`src/rtl/gdp_feeder_pkg.sv`:
```
// Shared sizing helpers and types for the GDP feeder and its observation store.
package gdp_feeder_pkg;

  localparam int DATA_W = 16;

  typedef logic [DATA_W-1:0] word_t;

  typedef enum logic [1:0] {
    IDLE,
    ISSUE,
    DRAIN,
    DONE
  } feeder_state_t;

  // Address width that stays at least one bit wide for single-entry spaces.
  function automatic int addr_w(input int n);
    return (n > 1) ? $clog2(n) : 1;
  endfunction

endpackage

```
`src/rtl/gdp_feeder_if.sv`:
```
// Operand stream from the feeder into gdp, and gdp's in-order ln_p result back.
interface gdp_feeder_if #(
  parameter int DATA_W = gdp_feeder_pkg::DATA_W
);

  logic              first_calc;
  logic              last_calc;
  logic [DATA_W-1:0] x;
  logic [DATA_W-1:0] k;
  logic [DATA_W-1:0] omega;
  logic [DATA_W-1:0] mean;
  logic              gdp_data_ready;
  logic [DATA_W-1:0] gdp_ln_p;

  modport master (
    output first_calc, last_calc, x, k, omega, mean,
    input  gdp_data_ready, gdp_ln_p
  );

  modport slave (
    input  first_calc, last_calc, x, k, omega, mean,
    output gdp_data_ready, gdp_ln_p
  );

endinterface

```
`src/rtl/gdp_feeder_obs_regfile.sv`:
```
// Observation vector store: one synchronous write port, one asynchronous read port.
module gdp_feeder_obs_regfile
  import gdp_feeder_pkg::*;
#(
  parameter int N_COMP = 39,
  parameter int DATA_W = gdp_feeder_pkg::DATA_W
) (
  input  logic                      clk,
  input  logic                      we,
  input  logic [addr_w(N_COMP)-1:0] waddr,
  input  logic [DATA_W-1:0]         wdata,
  input  logic [addr_w(N_COMP)-1:0] raddr,
  output logic [DATA_W-1:0]         rdata
);

  logic [DATA_W-1:0] mem [N_COMP];

  always_ff @(posedge clk) begin
    if (we && (int'(waddr) < N_COMP)) begin
      mem[waddr] <= wdata;
    end
  end

  assign rdata = mem[raddr];

endmodule

```
`src/rtl/gdp_feeder.sv`:
```
// GDP feeder: streams one observation vector against every HMM state's parameters
// into gdp, then tags each in-order ln_p result with its state index.
module gdp_feeder
  import gdp_feeder_pkg::*;
#(
  parameter int N_COMP   = 39,
  parameter int N_STATES = 8,
  parameter int DATA_W   = gdp_feeder_pkg::DATA_W
) (
  input  logic                               clk,
  input  logic                               reset,
  input  logic                               obs_wr_en,
  input  logic [addr_w(N_COMP)-1:0]          obs_wr_addr,
  input  logic [DATA_W-1:0]                  obs_wr_data,
  input  logic                               start,
  output logic                               busy,
  output logic                               done,
  output logic [addr_w(N_STATES*N_COMP)-1:0] param_addr,
  output logic [addr_w(N_STATES)-1:0]        k_addr,
  output logic                               param_rd_en,
  input  logic [2*DATA_W-1:0]                param_rdata,
  input  logic [DATA_W-1:0]                  k_rdata,
  gdp_feeder_if.master                       gdp,
  output logic                               result_valid,
  output logic [addr_w(N_STATES)-1:0]        result_state,
  output logic [DATA_W-1:0]                  result_ln_p
);

  localparam int CW = addr_w(N_COMP);
  localparam int SW = addr_w(N_STATES);
  localparam int PW = addr_w(N_STATES*N_COMP);
  localparam int RW = $clog2(N_STATES + 1);

  feeder_state_t     fsm_q, fsm_d;
  logic              issue;
  logic [CW-1:0]     comp_q;
  logic [SW-1:0]     state_q;
  logic [PW-1:0]     addr_q;
  logic [RW-1:0]     res_cnt_q;
  logic              comp_last, state_last, last_issue, all_results, accept;
  logic              obs_we;
  logic [DATA_W-1:0] obs_rdata;

  logic              vld_p0, first_p0, last_p0;
  logic [DATA_W-1:0] x_p0;
  logic              first_p1, last_p1;
  logic [DATA_W-1:0] x_p1, k_p1, mean_p1, omega_p1;

  assign comp_last   = (comp_q == CW'(N_COMP - 1));
  assign state_last  = (state_q == SW'(N_STATES - 1));
  assign last_issue  = issue && comp_last && state_last;
  assign all_results = (res_cnt_q == RW'(N_STATES));
  // Results beyond the run's quota, or arriving while idle, are stale and dropped.
  assign accept      = gdp.gdp_data_ready && (fsm_q != IDLE) && !all_results;
  assign obs_we      = obs_wr_en && (fsm_q == IDLE);

  gdp_feeder_obs_regfile #(
    .N_COMP (N_COMP),
    .DATA_W (DATA_W)
  ) u_obs (
    .clk   (clk),
    .we    (obs_we),
    .waddr (obs_wr_addr),
    .wdata (obs_wr_data),
    .raddr (comp_q),
    .rdata (obs_rdata)
  );

  always_ff @(posedge clk or negedge reset) begin
    if (!reset) begin
      fsm_q <= IDLE;
    end else begin
      fsm_q <= fsm_d;
    end
  end

  always_comb begin
    fsm_d = fsm_q;
    issue = 1'b0;
    case (fsm_q)
      IDLE: begin
        if (start) fsm_d = ISSUE;
      end
      ISSUE: begin
        issue = 1'b1;
        if (last_issue) fsm_d = DRAIN;
      end
      DRAIN: begin
        if (all_results) fsm_d = DONE;
      end
      DONE: begin
        fsm_d = IDLE;
      end
      default: begin
        fsm_d = IDLE;
      end
    endcase
  end

  assign busy        = (fsm_q != IDLE);
  assign done        = (fsm_q == DONE);
  assign param_rd_en = issue;
  assign param_addr  = issue ? addr_q : '0;
  assign k_addr      = issue ? state_q : '0;

  // Component index runs fastest; the state index parks on the last state.
  always_ff @(posedge clk or negedge reset) begin
    if (!reset) begin
      comp_q  <= '0;
      state_q <= '0;
      addr_q  <= '0;
    end else if (fsm_q == IDLE) begin
      comp_q  <= '0;
      state_q <= '0;
      addr_q  <= '0;
    end else if (issue) begin
      if (!last_issue) addr_q <= addr_q + 1'b1;
      if (comp_last) begin
        comp_q <= '0;
        if (!state_last) state_q <= state_q + 1'b1;
      end else begin
        comp_q <= comp_q + 1'b1;
      end
    end
  end

  // Stage p0: address on the RAM bus; capture framing and the matching obs word.
  always_ff @(posedge clk or negedge reset) begin
    if (!reset) begin
      vld_p0   <= 1'b0;
      first_p0 <= 1'b0;
      last_p0  <= 1'b0;
    end else begin
      vld_p0   <= issue;
      first_p0 <= issue && (comp_q == '0);
      last_p0  <= issue && comp_last;
    end
  end

  always_ff @(posedge clk) begin
    x_p0 <= obs_rdata;
  end

  // Stage p1: RAM data has returned; register the aligned gdp operands.
  always_ff @(posedge clk or negedge reset) begin
    if (!reset) begin
      first_p1 <= 1'b0;
      last_p1  <= 1'b0;
      x_p1     <= '0;
      k_p1     <= '0;
      mean_p1  <= '0;
      omega_p1 <= '0;
    end else begin
      first_p1 <= first_p0;
      last_p1  <= last_p0;
      x_p1     <= vld_p0 ? x_p0 : '0;
      mean_p1  <= vld_p0 ? param_rdata[2*DATA_W-1:DATA_W] : '0;
      omega_p1 <= vld_p0 ? param_rdata[DATA_W-1:0] : '0;
      if (!vld_p0) begin
        k_p1 <= '0;
      end else if (first_p0) begin
        k_p1 <= k_rdata;
      end
    end
  end

  assign gdp.first_calc = first_p1;
  assign gdp.last_calc  = last_p1;
  assign gdp.x          = x_p1;
  assign gdp.k          = k_p1;
  assign gdp.mean       = mean_p1;
  assign gdp.omega      = omega_p1;

  // gdp returns results in issue order, so the arrival count is the state index.
  always_ff @(posedge clk or negedge reset) begin
    if (!reset) begin
      res_cnt_q    <= '0;
      result_valid <= 1'b0;
      result_state <= '0;
      result_ln_p  <= '0;
    end else begin
      if (fsm_q == IDLE) begin
        res_cnt_q <= '0;
      end else if (accept) begin
        res_cnt_q <= res_cnt_q + 1'b1;
      end
      result_valid <= accept;
      result_state <= accept ? res_cnt_q[SW-1:0] : '0;
      result_ln_p  <= accept ? gdp.gdp_ln_p : '0;
    end
  end

endmodule
```
`src/flat_wrapper.sv`:
```
// flat-port wrapper written by rule: the top's interface ports become plain ports
module gdp_feeder_flat import gdp_feeder_pkg::*;
#(
  parameter int N_COMP   = 39,
  parameter int N_STATES = 8,
  parameter int DATA_W   = gdp_feeder_pkg::DATA_W
)
  (clk, reset, obs_wr_en, obs_wr_addr, obs_wr_data, start, busy, done, param_addr, k_addr, param_rd_en, param_rdata, k_rdata, result_valid, result_state, result_ln_p, gdp_first_calc, gdp_last_calc, gdp_x, gdp_k, gdp_omega, gdp_mean, gdp_gdp_data_ready, gdp_gdp_ln_p);
  gdp_feeder_if #(.DATA_W(DATA_W)) gdp_i ();
  input  logic clk;
  input  logic reset;
  input  logic obs_wr_en;
  input  logic [addr_w(N_COMP)-1:0] obs_wr_addr;
  input  logic [DATA_W-1:0] obs_wr_data;
  input  logic start;
  output logic busy;
  output logic done;
  output logic [addr_w(N_STATES*N_COMP)-1:0] param_addr;
  output logic [addr_w(N_STATES)-1:0] k_addr;
  output logic param_rd_en;
  input  logic [2*DATA_W-1:0] param_rdata;
  input  logic [DATA_W-1:0] k_rdata;
  output logic result_valid;
  output logic [addr_w(N_STATES)-1:0] result_state;
  output logic [DATA_W-1:0] result_ln_p;
  output wire logic [$bits(gdp_i.first_calc)-1:0] gdp_first_calc;
  output wire logic [$bits(gdp_i.last_calc)-1:0] gdp_last_calc;
  output wire logic [$bits(gdp_i.x)-1:0] gdp_x;
  output wire logic [$bits(gdp_i.k)-1:0] gdp_k;
  output wire logic [$bits(gdp_i.omega)-1:0] gdp_omega;
  output wire logic [$bits(gdp_i.mean)-1:0] gdp_mean;
  input wire logic [$bits(gdp_i.gdp_data_ready)-1:0] gdp_gdp_data_ready;
  input wire logic [$bits(gdp_i.gdp_ln_p)-1:0] gdp_gdp_ln_p;
  assign gdp_first_calc = gdp_i.first_calc;
  assign gdp_last_calc = gdp_i.last_calc;
  assign gdp_x = gdp_i.x;
  assign gdp_k = gdp_i.k;
  assign gdp_omega = gdp_i.omega;
  assign gdp_mean = gdp_i.mean;
  assign gdp_i.gdp_data_ready = gdp_gdp_data_ready;
  assign gdp_i.gdp_ln_p = gdp_gdp_ln_p;
  gdp_feeder #(.N_COMP(N_COMP), .N_STATES(N_STATES), .DATA_W(DATA_W)) u_core (.clk(clk), .reset(reset), .obs_wr_en(obs_wr_en), .obs_wr_addr(obs_wr_addr), .obs_wr_data(obs_wr_data), .start(start), .busy(busy), .done(done), .param_addr(param_addr), .k_addr(k_addr), .param_rd_en(param_rd_en), .param_rdata(param_rdata), .k_rdata(k_rdata), .gdp(gdp_i), .result_valid(result_valid), .result_state(result_state), .result_ln_p(result_ln_p));
endmodule
```
`config.mk`:
```
export PLATFORM = sky130hd
export DESIGN_NAME = gdp_feeder_flat
export DESIGN_NICKNAME = d
export VERILOG_FILES = /design/src/rtl/gdp_feeder_pkg.sv /design/src/rtl/gdp_feeder_if.sv /design/src/rtl/gdp_feeder_obs_regfile.sv /design/src/rtl/gdp_feeder.sv /design/src/flat_wrapper.sv
export SDC_FILE = /design/constraint.sdc
export NUM_CORES = 1
export LEC_CHECK = 0
export ABC_AREA = 1
export BUFFER_PORTS_ARGS = -buffer_cell sky130_fd_sc_hd__buf_4
export CAP_MARGIN = 30
export CELL_PAD_IN_SITES_DETAIL_PLACEMENT = 0
export CELL_PAD_IN_SITES_GLOBAL_PLACEMENT = 1
export CORE_UTILIZATION = 33
export DETAILED_ROUTE_END_ITERATION = 6
export GPL_ROUTABILITY_DRIVEN = 0
export PLACE_DENSITY_LB_ADDON = 0.1
export SLEW_MARGIN = 20
export SYNTH_ARGS = -nofsm -noshare
export SYNTH_HDL_FRONTEND = slang
export SYNTH_SLANG_ARGS = --single-unit
```
`constraint.sdc`:
```
create_clock -name clk -period 3.02 [get_ports clk]
set_clock_uncertainty 0.1 [all_clocks]
set_input_delay 0.453 -clock clk [delete_from_list [all_inputs] [get_ports clk]]
set_output_delay 0.453 -clock clk [all_outputs]
set_load 0.02 [all_outputs]
```
# Yosys cells after proc, flatten, opt, wreduce, memory -nomap -nowiden
# Memories as Yosys holds them, arrays and structs flattened. A register that Yosys moved wholly into a read port is not among the register bits.
# Cells that the tools add are included.
[op_classes]
n_addsub = 4
multipliers = 0
n_div = 0
order_cmp = 1
eq_ne = 12
shifts = 0
muxes = 28
bitwise = 0
n_reduce_logical = 17
[ops]
columns = ["op", "count"]
rows = [
  ["two-way mux 16 bit", 6],
  ["two-way mux 9 bit", 4],
  ["two-way mux 3 bit", 6],
  ["two-way mux 6 bit", 3],
  ["adder 9 x 1 -> 9 bit (second input constant)", 1],
  ["two-way mux 4 bit", 2],
  ["inequality test 2 bit (second input constant)", 4],
  ["case mux 2 bit (4 select lines)", 1],
  ["nonzero test 2 bit", 4],
  ["logical AND 1 bit", 7],
  ["adder 6 x 1 -> 6 bit (second input constant)", 1],
  ["equality test 6 bit (second input constant)", 1],
  ["zero test 6 bit", 1],
  ["less-than comparator 6 bit (second input constant)", 1],
  ["two-way mux 2 bit", 3],
  ["AND reduction 3 bit", 2],
  ["adder 4 x 1 -> 4 bit (second input constant)", 1],
  ["equality test 2 bit (second input constant)", 2],
  ["equality test 4 bit (second input constant)", 1],
  ["inequality test 2 x 1 -> 1 bit (second input constant)", 2],
  ["adder 3 x 1 -> 3 bit (second input constant)", 1],
  ["equality test 3 bit (second input constant)", 1],
  ["two-way mux 1 bit", 3],
  ["equality test 2 x 1 -> 1 bit (second input constant)", 1],
  ["3 further kinds", 3],
]
[totals]
register_bits = 113
latchBits = 0
mem_bits_rw = 624
romBits = 0
input_bits = 91
output_inout_bits = 101
wordCells = 80
memories = 1
[memory_table]
columns = ["name", "depth", "width", "rd", "rd_clocked_by_memory_dff", "write_ports", "line", "text"]
rows = [
  ["u_core.u_obs.mem", 39, 16, 1, 1, 1, "gdp_feeder_obs_regfile.sv:16", "logic [DATA_W-1:0] mem [N_COMP];"],
]

# Logic depth before layout (Yosys ltp)
# Gate-level depths: netlist of the first run.
[depth]
ltp_word = 7
depth_mapped = 14
depth_no_buf = 11

# Modules after synthesis
# From an unflattened synthesis of the first run, not the netlist that was laid out.
[hier_totals]
cells_unflattened = 2648
area_unflattened_um2 = 30564.3
[modules_own_cells]
columns = ["module", "n_inst", "cells_per_inst", "area_each_um2", "seq_area_each_um2"]
rows = [
  ["gdp_feeder_obs_regfile", 1, 2118, 25433.1, 18738.0],
  ["gdp_feeder", 1, 530, 5131.2, 3148.0],
]

# Worst setup path before layout of the first run
# OpenSTA, ideal clock, no wires.
[synth_timing]
path_kind = "register -> register"
startpoint = "register u_core.fsm_q[0]"
endpoint = "memory u_core.u_obs.mem[0][0], enable pin"
arrival_time_ns = 1.966
setup_slack_ns = 0.565
path_stages_with_launch = 8
n_path_buf = 1
cell_sequence = "dfrtp_1 > inv_1 > ha_1 > buf_2 > nand3_1 > nor2_1 > nand3_1 > nor2_1"
[synth_via]
elab_chain_len = 5
[synth_lines]
columns = ["item", "line", "text"]
rows = [
  ["from (decl)", "gdp_feeder.sv:34", "feeder_state_t fsm_q, fsm_d;"],
  ["from (signal assigned)", "gdp_feeder.sv:73", "fsm_q <= fsm_d;"],
  ["zero test 2 bit", "gdp_feeder.sv:55", "assign obs_we = obs_wr_en && (fsm_q == IDLE);"],
  ["logical AND 1 bit", "gdp_feeder.sv:55", ""],
  ["logical AND 1 bit", "gdp_feeder_obs_regfile.sv:19", "if (we && (int'(waddr) < N_COMP)) begin"],
  ["two-way mux 1 bit", "gdp_feeder_obs_regfile.sv:19", ""],
  ["two-way mux 1 bit (not written as such)", "gdp_feeder_obs_regfile.sv:20", "mem[waddr] <= wdata;"],
  ["to (decl)", "gdp_feeder_obs_regfile.sv:16", ""],
]
# No other way between the ends.

# Worst setup path after layout of the first run
[layout_timing]
startpoint = "register u_core.fsm_q[0]"
endpoint = "output port busy"
[layout_via]
elab_chain_len = 1
[layout_lines]
columns = ["item", "line", "text"]
rows = [
  ["nonzero test 2 bit", "gdp_feeder.sv:100", "assign busy = (fsm_q != IDLE);"],
  ["to (decl)", "flat_wrapper.sv:16", "output logic busy;"],
]
# No other way between the ends.

==> flow_summary.ini, run 1 <==
[global_routing]
grt_max_degree = 113
grt_pass1_wl_um = 143000
antenna_found_initial = 5
grt_overflow = 0
grt_pass1_vias = 21800
track_usage_pct = 20.1

[yosys]
synth_compound_area_share_pct = 1.78
synthXorXnorAreaFrac_pct = 0.222
synth_top_family_by_area = simple AND/OR/NAND/NOR gates
syn_nets = 3158
ys_warn_count = 0
synth-simple-area-share_pct = 20.1
synth_top_area_cell = edfxtp_1
synth_area_um2 = 31500
syn_area_per_cell_um2 = 10.3
yosys-top-cells-area = edfxtp_1 59%, nand2_1 12%, dfrtp_1 9.0%
netlist.area_leader.share_pct = 59.5
ys_types = 33
synth.mux.area_fraction_pct = 0
seq_area_frac_synth_pct = 69.5
synthCells = 3055
yosys.area_share.adder_pct = 0.477
ys_ff_latch = 753

[pwr]
power_density_nw_per_um2 = 793
ir_worst_vdd_uv = 466
leakagePower_uw = 0.0170

[cts]
htreeDepth = 3
clockRootBuffer = clkbuf_16
cts_tree = built
cts_max_path_buffers = 3
clock-sinks = 753
clk_latency_ns = 0.63
clk_pin_slew_ns = 0.06
numCtsBuffers = 86

[setup_path]
crit_type = flip-flop to output pin
crit_arrival_ns = 2.10
crit_path_max_fanout = 9
start_kind = flip-flop
required_ns = 2.47
cp-end-kind = output pin
worst_path_max_delay_cell = dfrtp_1
cpPeakStageDelay_ns = 0.42
crit_path_cell_trace = inv_1 -> ha_2 -> buf_4 -> clkinvlp_4 -> buf_4
worst_path_most_repeated_cell = buf_4

[routing]
drc = 0
drt_iter0_drc = 1887
vias = 21700
wire_per_inst_um = 20.9
drt_first_pass_iters = 5
ant_nets = 0
wl_um = 97400
viasPerCell = 4.66

[layout]
syn2layout_area_growth_pct = 21.2
register_area_um2 = 21900
multiInputGateArea_um2 = 7130
nets = 3444
drive_gt1_share_pct = 12.3
fillers = 9194
antenna_cells = 0
final_util_pct = 40.7

[sta]
period_share_pct = 87.8
relSlewSlack_pct = 39.3
fin_crit_ns = 2.65
drv_slew = 0
fmax_mhz = 377
fin_tns_setup_ns = 0
worst_slew_pin_slew_ns = 0.911
setup_viol = 0
rsz0062_at_grt = no
finalHoldViolCount = 0

[floorplanning]
die_area_um2 = 96700
io_pins = 192
rows = 112
coreArea_um2 = 93900
fp.dieH_um = 311
die_w_um = 311
initial_core_util_pct = 33.6

[placement]
port_buffers = 191
hpwl_um = 58700

[run]
drv_cap = 0

[status]
outcome = finished, final reports clean

[min_path]
hp-class = input pin to flip-flop
-- cells in the final DEF, fill, tap and decap left out, types with 3 or more instances in the layout --
master         count
nand3_1          360
nor2_4             3
nor2_1           144
a21oi_1            5
inv_1            485
clkinv_2          15
o22ai_1           16
clkbuf_1          17
xor2_1             7
dfrtp_1          109
clkinv_1          16
bufinv_16          9
dlygate4sd3_1     66
clkinvlp_4         3
ha_1              11
clkbuf_8           5
nand2_1         1023
buf_4            263
edfxtp_1         624
nand4_1            9
o211ai_1          16
o21ai_0           56
clkbuf_16         89
dfxtp_1           16
buf_12            14
-- cells in the mapped netlist --
cell      number
nor2_1       145
nor3_1         2
xor2_1         7
o31ai_1        1
inv_1        486
a21oi_1        5
o22ai_1       16
nand2_1     1023
nor3_2         2
edfxtp_1     624
o21ai_2        1
nand3_1      360
o211ai_1      16
xnor2_1        1
dfxtp_1       16
or2_2          1
nand4_2        1
and3_1         1
dfrtp_1      113
nor2_4         2
o21ai_1        2
buf_6          4
a22o_1         1
buf_2         52
buf_4          6
nand3b_1       2
o21ai_0       56
clkbuf_1      64
nand4_1        9
ha_1          12
nor2_2         1
inv_2          4
buf_1         19
-- final timing paths --
check / startpoint / end / slack, ns / depth (start not counted)
worst min register to register: u_core.last_p0 / u_core.gdp.last_calc / 0.25 / 0
worst max register to register: u_core.comp_q[1] / u_core.x_p0[11] / 0.56 / 8
max in group asynchronous: reset / u_core.gdp.k[9] / 1.64 / 3
min in group asynchronous: reset / u_core.result_ln_p[0] / 0.36 / 2
worst min-delay path: start / u_core.fsm_q[1] / 0.22 / 5
worst max-delay path: u_core.fsm_q[0] / busy / 0.37 / 5
-- routing by layer --
layer | track usage [%] | vias to the layer above | wire length, um
met5 | 0 | - | 12
met4 | 6.21 | 2 | 2820
met3 | 3.32 | 148 | 5440
met2 | 31.8 | 670 | 44400
met1 | 28.1 | 10500 | 44700
li1 | - | 10400 | -
-- timing repair --
item	4_1_cts	5_1_grt
pin swaps	0	0
hold endpoints to repair	126	0
hold buffers	66	0
setup endpoints to repair	1	1
resized for setup	2	0
buffers inserted	0	2
-- layout make-up --
class	count	area share [%]
clock inverters	46	1.23
multi-input cells	1667	18.7
well taps	1254	4.11
repair buffers	343	7.63
inverters	490	4.86
flip-flops and latches	753	57.3
clock buffers	111	6.18
-- critical path, delay by kind of cell (launching register included) --
kind,cells,cell delay [ns]
fa+ha+maj,1,0.32
buf+inv,4,0.72
flops,1,0.42
-- where the power goes --
group	switching, uW	internal, uW	leakage [uW]	total (uW)
sequential	350	11700	0.00727	12000
combinational	5570	2220	0.00835	7790
clock	4200	6270	0.00139	10500
total	10100	20200	0.0170	30300
-- metrics by stage --
| step | std cells | instance area [um^2] | total power (uW) | hold WS (ns) | worst slack, ns |
|---|---|---|---|---|---|
| detailed placement | 4439 | 34700 | 20100 | 0.247 | 0.515 |
| finish | 4664 | 38200 | 30300 | 0.219 | 0.367 |
| global placement | 4439 | 34700 | 20100 | 0.236 | 0.468 |
| global route | 4664 | 38200 | 31800 | 0.250 | 0.261 |
| floorplan | 3055 | 31500 | 16600 | 0.0574 | 0.565 |
| CTS | 4662 | 38200 | 30700 | 0.183 | 0.0675 |
-- cell families (layout without fill, tap and decap cells) --
kind of cell | Yosys count | in the layout
AOI/OAI and AO/OA | 98 | 98
xor gates and xnor gates | 8 | 8
adders and majority gates | 12 | 12
buffers and inverters | 635 | 990
DFF | 753 | 753
and+or+nand+nor | 1549 | 1549
-- flip-flops by register name, summed over array words and instances, names as in the netlist, 2 cells and up --
signal               count
u_core.comp_q            6
u_core.gdp.k            16
u_core.x_p0             16
u_core.result_ln_p      16
u_core.addr_q            9
u_core.gdp.mean         16
u_core.state_q           3
u_core.gdp.omega        16
u_core.u_obs.mem       624
u_core.res_cnt_q         4
u_core.result_state      3
u_core.fsm_q             2
u_core.gdp.x            16
(Power assumes the default switching activity.)
==> run 2: changes to the inputs <==
SYNTH_HIERARCHICAL = 1   (was not set)
==> flow_summary.ini, run 2 <==
[status]
outcome = finished, final reports clean

[setup_path]
critPathTopFamily = adder cells
required_ns = 2.47
cpPeakStageDelay_ns = 0.58
worst_path_most_repeated_cell = inv_1
crit_path_cell_trace = inv_1 -> ha_1 -> nand2_1 -> inv_1 -> buf_4
crit_path_max_fanout = 14
crit_arrival_ns = 2.18
cp-end-kind = output pin
start_kind = flip-flop
worst_path_max_delay_cell = ha_1
crit_type = flip-flop to output pin
path_buf_inv = 3

[global_routing]
grt_pass1_wl_um = 134000
grt_pass1_vias = 20200
grt_max_degree = 96
track_usage_pct = 19.5
antenna_found_initial = 1
grt_overflow = 0

[yosys]
synth_common_cells = 822 x nand2_1, 624 x edfxtp_1, 500 x nand3_1
synth_most_common_cell = nand2_1
ys_ff_latch = 753
syn_area_per_cell_um2 = 11.5
synthCells = 2648
synth_edf_count = 624
async_reset_ff_share_pct = 15.0
seq_area_frac_synth_pct = 71.6
synth_top_area_cell = edfxtp_1
synth_area_um2 = 30600
netlist.area_leader.share_pct = 61.3
syn_nets = 2752
yosys-top-cells-area = edfxtp_1 61%, nand2_1 10%, dfrtp_1 9.3%
ys_types = 38
ys_warn_count = 6
synth_ff_type = edfxtp_1

[routing]
wire_per_inst_um = 21.9
drt_iter0_drc = 1600
drc = 0
wl_um = 92000
ant_nets = 0
viasPerCell = 4.84
drt_first_pass_iters = 6
vias = 20300

[pwr]
p_comb_share_pct = 27.2
leakagePower_uw = 0.0149
finalPower_uw = 31100
p_switching_uw = 10600
power.internal_uw = 20600
power.share.clock_pct = 34.0
seq_power_share_pct = 38.8
switching_share_pct = 33.9
power_density_nw_per_um2 = 843
ir_worst_vdd_uv = 559

[layout]
layout_commonest_cell = nand2_1
top_register = u_core/u_obs/mem
syn2layout_area_growth_pct = 20.7
stdcell_area_um2 = 36900
antenna_cells = 0
nets = 3043
layout_common_cells = 822 x nand2_1, 624 x edfxtp_1, 500 x nand3_1, 278 x buf_4, 139 x nor2_1
largest_reg_flops = 624
drive_gt1_share_pct = 15.0
final_cells = 4196

[cts]
clockRootBuffer = clkbuf_16
clk_pin_slew_ns = 0.05
htreeDepth = 3
clock-sinks = 753
clk_latency_ns = 0.65
cts_tree = built
numCtsBuffers = 86
cts_max_path_buffers = 3

[sta]
fin_crit_ns = 2.74
period_share_pct = 90.7
fmax_mhz = 365
holdWs_ns = 0.166
fin_tns_setup_ns = 0
relSlewSlack_pct = 48.9
rsz0062_at_grt = no
setup_viol = 0
worst_slew_pin_slew_ns = 0.767
finalHoldViolCount = 0
drv_slew = 0

[placement]
place_area_um2 = 33400
port_buffers = 191
place_inst = 3971
hpwl_um = 56800

[floorplanning]
rows = 111
die_w_um = 306
io_pins = 192
coreArea_um2 = 91700
die_area_um2 = 93800
fp.dieH_um = 306
initial_core_util_pct = 33.3

[min_path]
hp-class = input pin to flip-flop

[run]
drv_cap = 0
-- run 2: cell types whose count changed after synthesis, sizes merged, moves of 14 or more --
cell,delta
a21oi,+14
buf,+32
clkbuf,-27
inv,-360
nand2,-197
nand3,+145
o22ai,-14
-- run 2: repair_timing --
action	in CTS	in global routing
buffers inserted	0	0
hold endpoints to repair	106	0
resized for setup	0	0
hold buffers	66	0
-- run 2: per-stage QoR --
stage          worst slack (ns)  util (%)
2_1_floorplan             0.440         -
3_3_place_gp              0.342      36.4
3_5_place_dp              0.344      36.4
4_1_cts                   0.210      40.3
5_1_grt                   0.127      40.3
6_report                  0.282      40.3
-- run 2: logic make-up after synthesis --
logic type,synth area share (%)
adder cells (fa/ha/maj),0.532
buffers and inverters,4.77
flip-flops,71.6
AO/OA/AOI/OAI,1.67
XOR/XNOR,0.172
AND/OR/NAND/NOR,21.3
-- run 2: cell type report --
| class | instances | area, um^2 |
|---|---|---|
| multi-input cells | 1615 | 7220 |
| fillers | 8894 | 54800 |
| repair buffers | 353 | 2930 |
| well taps | 1186 | 1480 |
| inverters | 130 | 503 |
| clock inverters | 41 | 493 |
| clock buffers | 118 | 2380 |
| flip-flops and latches | 753 | 21900 |
-- run 2: path summary, 6_finish.rpt --
path                                 start                        to  slack [ns]  cells past startpoint
hold reg to reg             u_core/last_p0      u_core/gdp.last_calc        0.26                      0
max in group asynchronous            reset        u_core/gdp.mean[6]        1.83                      3
min in group asynchronous            reset    u_core/result_state[1]        0.28                      2
setup / recovery           u_core/fsm_q[1]                 k_addr[2]        0.28                      5
setup reg to reg           u_core/fsm_q[0]  u_core/u_obs/mem[19][15]        0.36                     10
hold / removal                       start           u_core/fsm_q[1]        0.17                      5
-- run 2: power by group through the flow --
stage	clock [uW]	sequential [uW]	combinational (uW)
finish	10600	12100	8460
global route	11200	12100	9280
CTS	10900	12100	8530
detailed placement	0	12300	8440
global placement	0	12300	8430
floorplan	0	12500	5180
-- run 2: routing by layer --
metal	vias up	routed length [um]	global-route usage, %	share of wire, %
li1	9646	-	-	-
met3	130	4720	3.56	5.1
met5	-	0	0	0
met2	605	42500	31.1	46
met4	0	2520	5.55	2.7
met1	9945	42200	27.0	46
-- run 2: tightest hold or removal path, delay by kind of cell --
kind	cells	cell delay (ns)
AO/OA/AOI/OAI	1	0.06
AND/OR/NAND/NOR	3	0.24
buffers and inverters	1	0.11
